--- config.mk ---
export PLATFORM = sky130hd
export DESIGN_NAME = msrv32_wr_en_ctrl
export DESIGN_NICKNAME = d
export VERILOG_FILES = /design/src/rtl/msrv32_wr_en_ctrl.sv
export SDC_FILE = /design/constraint.sdc
export NUM_CORES = 1
export LEC_CHECK = 0
export BUFFER_PORTS_ARGS = -buffer_cell sky130_fd_sc_hd__clkbuf_2
export CORE_UTILIZATION = 40
export CTS_CLUSTER_DIAMETER = 50
export DETAILED_ROUTE_END_ITERATION = 16
export GPL_TIMING_DRIVEN = 1
export PLACE_DENSITY = 0.81
export SETUP_SLACK_MARGIN = 0.2
export SLEW_MARGIN = 20
export SYNTH_ARGS = -nofsm -noshare
export SYNTH_HDL_FRONTEND = slang
export SYNTH_SLANG_ARGS = --single-unit
--- constraint.sdc ---
create_clock -name ms_riscv32_mp_clk_in -period 3.5 [get_ports ms_riscv32_mp_clk_in]
set_input_delay 0.525 -clock ms_riscv32_mp_clk_in [delete_from_list [all_inputs] [get_ports ms_riscv32_mp_clk_in]]
set_output_delay 0.525 -clock ms_riscv32_mp_clk_in [all_outputs]
set_load 0.005 [all_outputs]
--- src/rtl/msrv32_wr_en_ctrl.sv ---
// Writeback write-enable controller: per-channel gating with stall masking, x0 suppression and a flush kill window.
// Optional statistics counters are built only when MSRV32_WR_EN_STATS_EN is defined.
//
// state | meaning
// ------+-----------------------------------------------------------
// RUN   | requests pass through, subject to flush/stall/x0 gating
// KILL  | all requests masked until kcnt expires without a new flush
module msrv32_wr_en_ctrl #(
  parameter int NUM_CH     = 2,
  parameter int FLUSH_HOLD = 2,
  parameter int ADDR_W     = 5,
  parameter int CNT_W      = 16
) (
  input  logic                    ms_riscv32_mp_clk_in,
  input  logic                    ms_riscv32_mp_rst_in,
  input  logic                    flush_in,
  input  logic                    stall_in,
  input  logic [NUM_CH-1:0]       wr_en_req_in,
  input  logic [ADDR_W-1:0]       rd_addr_in,
  output logic [NUM_CH-1:0]       wr_en_out,
  output logic [ADDR_W-1:0]       rd_addr_out,
  output logic                    kill_active_out,
  output logic [NUM_CH*CNT_W-1:0] commit_cnt_out,
  output logic [CNT_W-1:0]        kill_cnt_out
);

  typedef enum logic {RUN = 1'b0, KILL = 1'b1} state_t;

  // kcnt counts the KILL cycles still to go after the current one, so the
  // window length including the flush cycle itself is FLUSH_HOLD.
  localparam bit         HAS_WINDOW = (FLUSH_HOLD > 1);
  localparam logic [3:0] KRELOAD    = HAS_WINDOW ? 4'(FLUSH_HOLD - 2) : 4'd0;

  state_t            state;
  logic [3:0]        kcnt;
  logic [NUM_CH-1:0] en_next;
  logic              killed;

  always_comb begin
    en_next = '0;
    if ((state == RUN) && !flush_in && !stall_in)
      en_next = wr_en_req_in;
    if (rd_addr_in == '0)
      en_next[0] = 1'b0;
    killed = (|wr_en_req_in) && (flush_in || (state == KILL));
  end

  always_ff @(posedge ms_riscv32_mp_clk_in) begin
    if (ms_riscv32_mp_rst_in) begin
      state           <= RUN;
      kcnt            <= 4'd0;
      kill_active_out <= 1'b0;
    end else begin
      case (state)
        RUN: begin
          if (flush_in && HAS_WINDOW) begin
            state           <= KILL;
            kcnt            <= KRELOAD;
            kill_active_out <= 1'b1;
          end else begin
            kill_active_out <= 1'b0;
          end
        end
        KILL: begin
          if (flush_in) begin
            kcnt            <= KRELOAD;
            kill_active_out <= 1'b1;
          end else if (kcnt == 4'd0) begin
            state           <= RUN;
            kill_active_out <= 1'b0;
          end else begin
            kcnt            <= kcnt - 4'd1;
            kill_active_out <= 1'b1;
          end
        end
        default: begin
          state           <= RUN;
          kcnt            <= 4'd0;
          kill_active_out <= 1'b0;
        end
      endcase
    end
  end

  always_ff @(posedge ms_riscv32_mp_clk_in) begin
    if (ms_riscv32_mp_rst_in) begin
      wr_en_out   <= '0;
      rd_addr_out <= '0;
    end else begin
      wr_en_out   <= en_next;
      rd_addr_out <= rd_addr_in;
    end
  end

`ifdef MSRV32_WR_EN_STATS_EN
  localparam logic [CNT_W-1:0] CNT_ONE = CNT_W'(1);

  logic [CNT_W-1:0] commit_cnt [NUM_CH];
  logic [CNT_W-1:0] kill_cnt;

  // Saturating counters: they stick at all-ones rather than wrapping.
  always_ff @(posedge ms_riscv32_mp_clk_in) begin
    if (ms_riscv32_mp_rst_in) begin
      for (int c = 0; c < NUM_CH; c++)
        commit_cnt[c] <= '0;
      kill_cnt <= '0;
    end else begin
      for (int c = 0; c < NUM_CH; c++)
        if (en_next[c] && (commit_cnt[c] != '1))
          commit_cnt[c] <= commit_cnt[c] + CNT_ONE;
      if (killed && (kill_cnt != '1))
        kill_cnt <= kill_cnt + CNT_ONE;
    end
  end

  always_comb begin
    commit_cnt_out = '0;
    for (int c = 0; c < NUM_CH; c++)
      commit_cnt_out[c*CNT_W +: CNT_W] = commit_cnt[c];
  end

  assign kill_cnt_out = kill_cnt;
`else
  logic unused_killed;
  assign unused_killed  = killed;
  assign commit_cnt_out = '0;
  assign kill_cnt_out   = '0;
`endif

endmodule

Word-level counts from Yosys, hierarchy flattened
Index checks and enable logic that the tools add are counted.
{"block": "classes", "bitwise_logic": 2, "muxes": 8, "reduce_logical": 9, "n_eq_ne": 2, "add_sub_neg": 1}
{"cell": "4-bit 2-to-1 mux", "n": 3}
{"cell": "4-bit case mux with 2 select lines", "n": 1}
{"cell": "5-bit logical NOT", "n": 1}
{"cell": "4-bit logical NOT", "n": 1}
{"cell": "4-bit by 1-bit subtractor with 4-bit output (second input constant)", "n": 1}
{"cell": "1-bit 2-to-1 mux", "n": 3}
{"cell": "3-bit inequality test (second input constant)", "n": 1}
{"cell": "3-bit OR reduction", "n": 1}
{"cell": "1-bit logical AND", "n": 2}
{"cell": "1-bit logical NOT", "n": 2}
{"cell": "2-bit inequality test (second input constant)", "n": 1}
{"cell": "1-bit inverter", "n": 2}
{"cell": "1-bit case mux with 2 select lines", "n": 1}
{"cell": "2-bit AND reduction", "n": 1}
{"cell": "2-bit OR reduction", "n": 1}
{"block": "word_totals", "wordCells": 27, "ff_bits": 12, "in_bits": 11}

Depth between registers and ports, before layout
{"block": "logic_depth", "depth_word": 5, "ltp_mapped": 5}

Worst setup path before layout
No wires, ideal clock.
{"block": "synth_timing", "kind": "reg-to-reg", "from": "register kcnt[0]", "to": "register kcnt[0]", "arrival_time_ps": 1340, "required_ps": 3377, "stages_incl_launch_ff": 6, "setup_slack_ps": 2037, "setup_time_ps": 123, "path_cell_list": "dfxtp_1 -> inv_1 -> ha_1 -> or3b_1 -> nand2_1 -> mux2_1"}
{"block": "synth_via", "elab_chain_cells": 4, "elab_cells_between_ends": 7}
{"element": "start, declared", "line_no": "35", "rtl": "logic [3:0] kcnt;"}
{"element": "start signal, assigned", "line_no": "72", "rtl": "kcnt <= kcnt - 4'd1;"}
{"element": "4-bit by 1-bit subtractor with 4-bit output", "line_no": "72"}
{"element": "4-bit 2-to-1 mux", "line_no": "68", "rtl": "end else if (kcnt == 4'd0) begin"}
{"element": "4-bit 2-to-1 mux", "line_no": "65", "rtl": "if (flush_in) begin"}
{"element": "4-bit case mux with 2 select lines", "line_no": "54", "rtl": "case (state)"}
Parallel ways exist; a longest one is shown, timed or not. The select of a mux whose other input is x is not followed.
A chain may end at the register's enable or synchronous reset.

Worst setup path in the final report
Same ends and word-level chain as after synthesis.

==> load_flow_metrics.sql <==
INSERT INTO impl_metrics (metric_group, metric, value, unit) VALUES
('run_status', 'outcome', 'completed', ''),
('synth', 'synthTopCellsByCount', '48 x buf_4, 12 x dfxtp_1, 5 x nor2b_1', ''),
('hold_path', 'hold_end', 'wr_en_out[1]', ''),
('drt', 'drt_first_iter_violations', '8', ''),
('pwr', 'cellLeakagePower', '0.414', 'nW'),
('synth', 'synth.lib_cells_used.distinct', '22', ''),
('clock_tree', 'number_of_buffers_created_by_cts', '3', ''),
('clock_tree', 'post-cts-setup-buffer-count', '0', ''),
('grt', 'globalRoute.totalOverflow', '0', ''),
('synth', 'syn_inst', '91', ''),
('sta', 'setup-tns-final', '0', 'ps'),
('clock_tree', 'holdBufCountCts', '0', ''),
('grt', 'grt_max_degree', '13', ''),
('drt', 'wirelength', '1060', 'µm'),
('floorplanning', 'floorplan.die.height', '46.7', 'µm'),
('sta', 'final.period_utilization', '0.460', ''),
('finish', 'area_growth_syn_to_layout', '-5.47', '%'),
('worst_setup_path', 'critical_path_peak_fanout', '4', ''),
('worst_setup_path', 'setup.worst_path.start_class', 'flip-flop', ''),
('worst_setup_path', 'reg2reg_slack', '1890', 'ps'),
('synth', 'synth_top_cells_by_area', 'buf_4 45%, dfxtp_1 30%, nor2b_1 3.9%', ''),
('synth', 'synth_area_per_cell', '8.80', 'µm²'),
('floorplanning', 'die_x', '46.7', 'µm'),
('clock_tree', 'h-tree-depth', '1', ''),
('clock_tree', 'cts-root-buf', 'clkbuf_4', ''),
('worst_setup_path', 'worst_path_arrival_time', '1760', 'ps'),
('synth', 'flip_flop_and_latch_count_after_synthesis', '12', ''),
('synth', 'synth-edff-count', '0', ''),
('finish', 'antennaDiodeCount', '0', ''),
('finish', 'final_layout_size_suffix_gt1_frac', '0.200', ''),
('pwr', 'power.clock.fraction', '0.319', ''),
('worst_setup_path', 'worst_flop_to_flop_path_startpoint', 'kcnt[0]', ''),
('synth', 'yosysTopAreaCell', 'buf_4', ''),
('clock_tree', 'clock_latency', '270', 'ps'),
('worst_setup_path', 'timing.reg2reg.worst_path_depth', '5', ''),
('drt', 'length_of_the_first_detailed_routing_pass_in_iterations', '4', ''),
('sta', 'fin_crit', '1610', 'ps'),
('flow_run', 'max-cap-violations', '0', ''),
('synth', 'ys_seq_area_frac', '0.300', ''),
('worst_setup_path', 'critical_path_class', 'flip-flop to flip-flop', ''),
('placed_design', 'io_buffers', '18', ''),
('grt', 'first_pass_grt_wire_length', '1390', 'µm'),
('floorplanning', 'core_region_area', '0.00180', 'mm²'),
('worst_setup_path', 'worstReg2RegEnd', 'kcnt[0]', ''),
('floorplanning', 'die_outline_area', '0.00218', 'mm²'),
('drt', 'wl_per_cell', '7.83', 'µm'),
('worst_setup_path', 'critical_path.max_stage_delay', '410', 'ps'),
('floorplanning', 'initial_utilization', '0.444', ''),
('sta', 'slew_violations', '0', ''),
('clock_tree', 'number_of_resized_instances_in_the_post_cts_repair_step', '0', ''),
('synth', 'synth_top_area_share', '0.450', ''),
('hold_path', 'worst_hold_path_type', 'input pin to flip-flop', ''),
('placed_design', 'total_cell_area_at_the_placement_stage', '734', 'µm²'),
('finish', 'postLayoutCellArea', '757', 'µm²'),
('hold_path', 'min_from', 'wr_en_req_in[1]', ''),
('pwr', 'power.density_cell_area', '337', 'mW/mm²'),
('worst_setup_path', 'crit_path_cell_trace', 'inv_1 -> ha_1 -> or3b_1 -> nand2_1 -> mux2_1', ''),
('grt', 'grt_pass1_vias', '349', ''),
('sta', 'fmax', '0.622', 'GHz'),
('hold_path', 'min_delay_path_depth', '2', ''),
('sta', 'fin_skew', '5.73', 'ps'),
('pwr', 'comb_power_share', '0.122', ''),
('drt', 'post_drt_via_cell_ratio', '3.63', ''),
('pwr', 'power.internal', '191', 'µW'),
('floorplanning', 'row_count', '15', ''),
('synth', 'yosysWarningCount', '0', ''),
('sta', 'grt_setup_unrepaired', 'no', ''),
('clock_tree', 'cts_tree', 'yes', ''),
('sta', 'timing.final.hold_violations', '0', ''),
('pwr', 'part_of_the_total_power_dissipated_in_sequential_elements', '0.559', ''),
('clock_tree', 'numClockSinks', '12', '');
-- cells by family after synthesis --
logic type                 share of synthesized area
and+or+nand+nor                                0.141
AOI/OAI and AO/OA                             0.0484
DFF                                            0.300
other                                        0.00468
adders and majority gates                     0.0156
buffers and inverters                          0.464
muxes                                         0.0266
-- cell usage in the layout, fill, tap and decap left out, drive strengths merged --
cell type  instances
a21oi              3
a311o              1
and2               1
and4b              1
clkbuf            21
conb              48
dfxtp             12
ha                 1
inv                2
mux2               1
mux2i              1
nand2              2
nor2               2
nor2b              5
nor3               4
nor4               1
nor4b              1
o311a              1
or3                1
or3b               1
-- per-layer routing --
| metal | part of all wire | vias up | GRT usage |
|---|---|---|---|
| li1 | - | 241 | - |
| met1 | 0.32 | 206 | 0.0806 |
| met2 | 0.53 | 39 | 0.183 |
| met3 | 0.12 | 4 | 0.0462 |
| met4 | 0.026 | 0 | 0.0686 |
| met5 | 0 | - | 0 |
-- stage by stage --
stage	utilization	instances	hold WS, ps	setup WS, ps	total power [mW]
finish	0.420	135	461	1890	0.255
global route	0.420	135	461	1810	0.267
CTS	0.420	135	458	1880	0.258
detailed placement	0.408	132	484	1890	0.176
global placement	0.408	132	463	2000	0.176
floorplan	-	138	454	2040	0.203
-- worst max-delay path by stage --
stage | to | slack, ps | cells after the start
after detailed placement | kcnt[0] | 1890 | 5
after global routing | kcnt[0] | 1810 | 5
final | kcnt[0] | 1890 | 5
after global placement | kcnt[0] | 2000 | 5
after floorplan | kcnt[0] | 2040 | 5
after CTS | kcnt[0] | 1880 | 5
-- critical path, delay by kind of cell, from the launching register on --
kind	cells	cell delay (ps)
buf+inv	1	70
simple gates	2	540
mux	1	340
fa+ha+maj	1	210
flops	1	330
-- registers in the layout, summed over array words and instances (netlist names) --
signal       cells
rd_addr_out      5
kcnt             4
wr_en_out        2
state            1
-- area by class of cell --
type	instances	area (µm²)
inverter	2	7.51
fill	199	1040
tap	25	31.3
timing repair buffer	18	90.1
sequential	12	240
clock buffer	3	22.5
multi-input combinational	75	365
-- power by group through the flow --
| stage | logic [mW] | clock network [mW] | registers [mW] |
|---|---|---|---|
| floorplan | 0.0568 | 0 | 0.146 |
| global placement | 0.0302 | 0 | 0.146 |
| detailed placement | 0.0304 | 0 | 0.146 |
| CTS | 0.0304 | 0.0847 | 0.143 |
| global route | 0.0369 | 0.0874 | 0.143 |
| finish | 0.0311 | 0.0814 | 0.143 |
No activity file was read; power rests on OpenSTA's default activity.
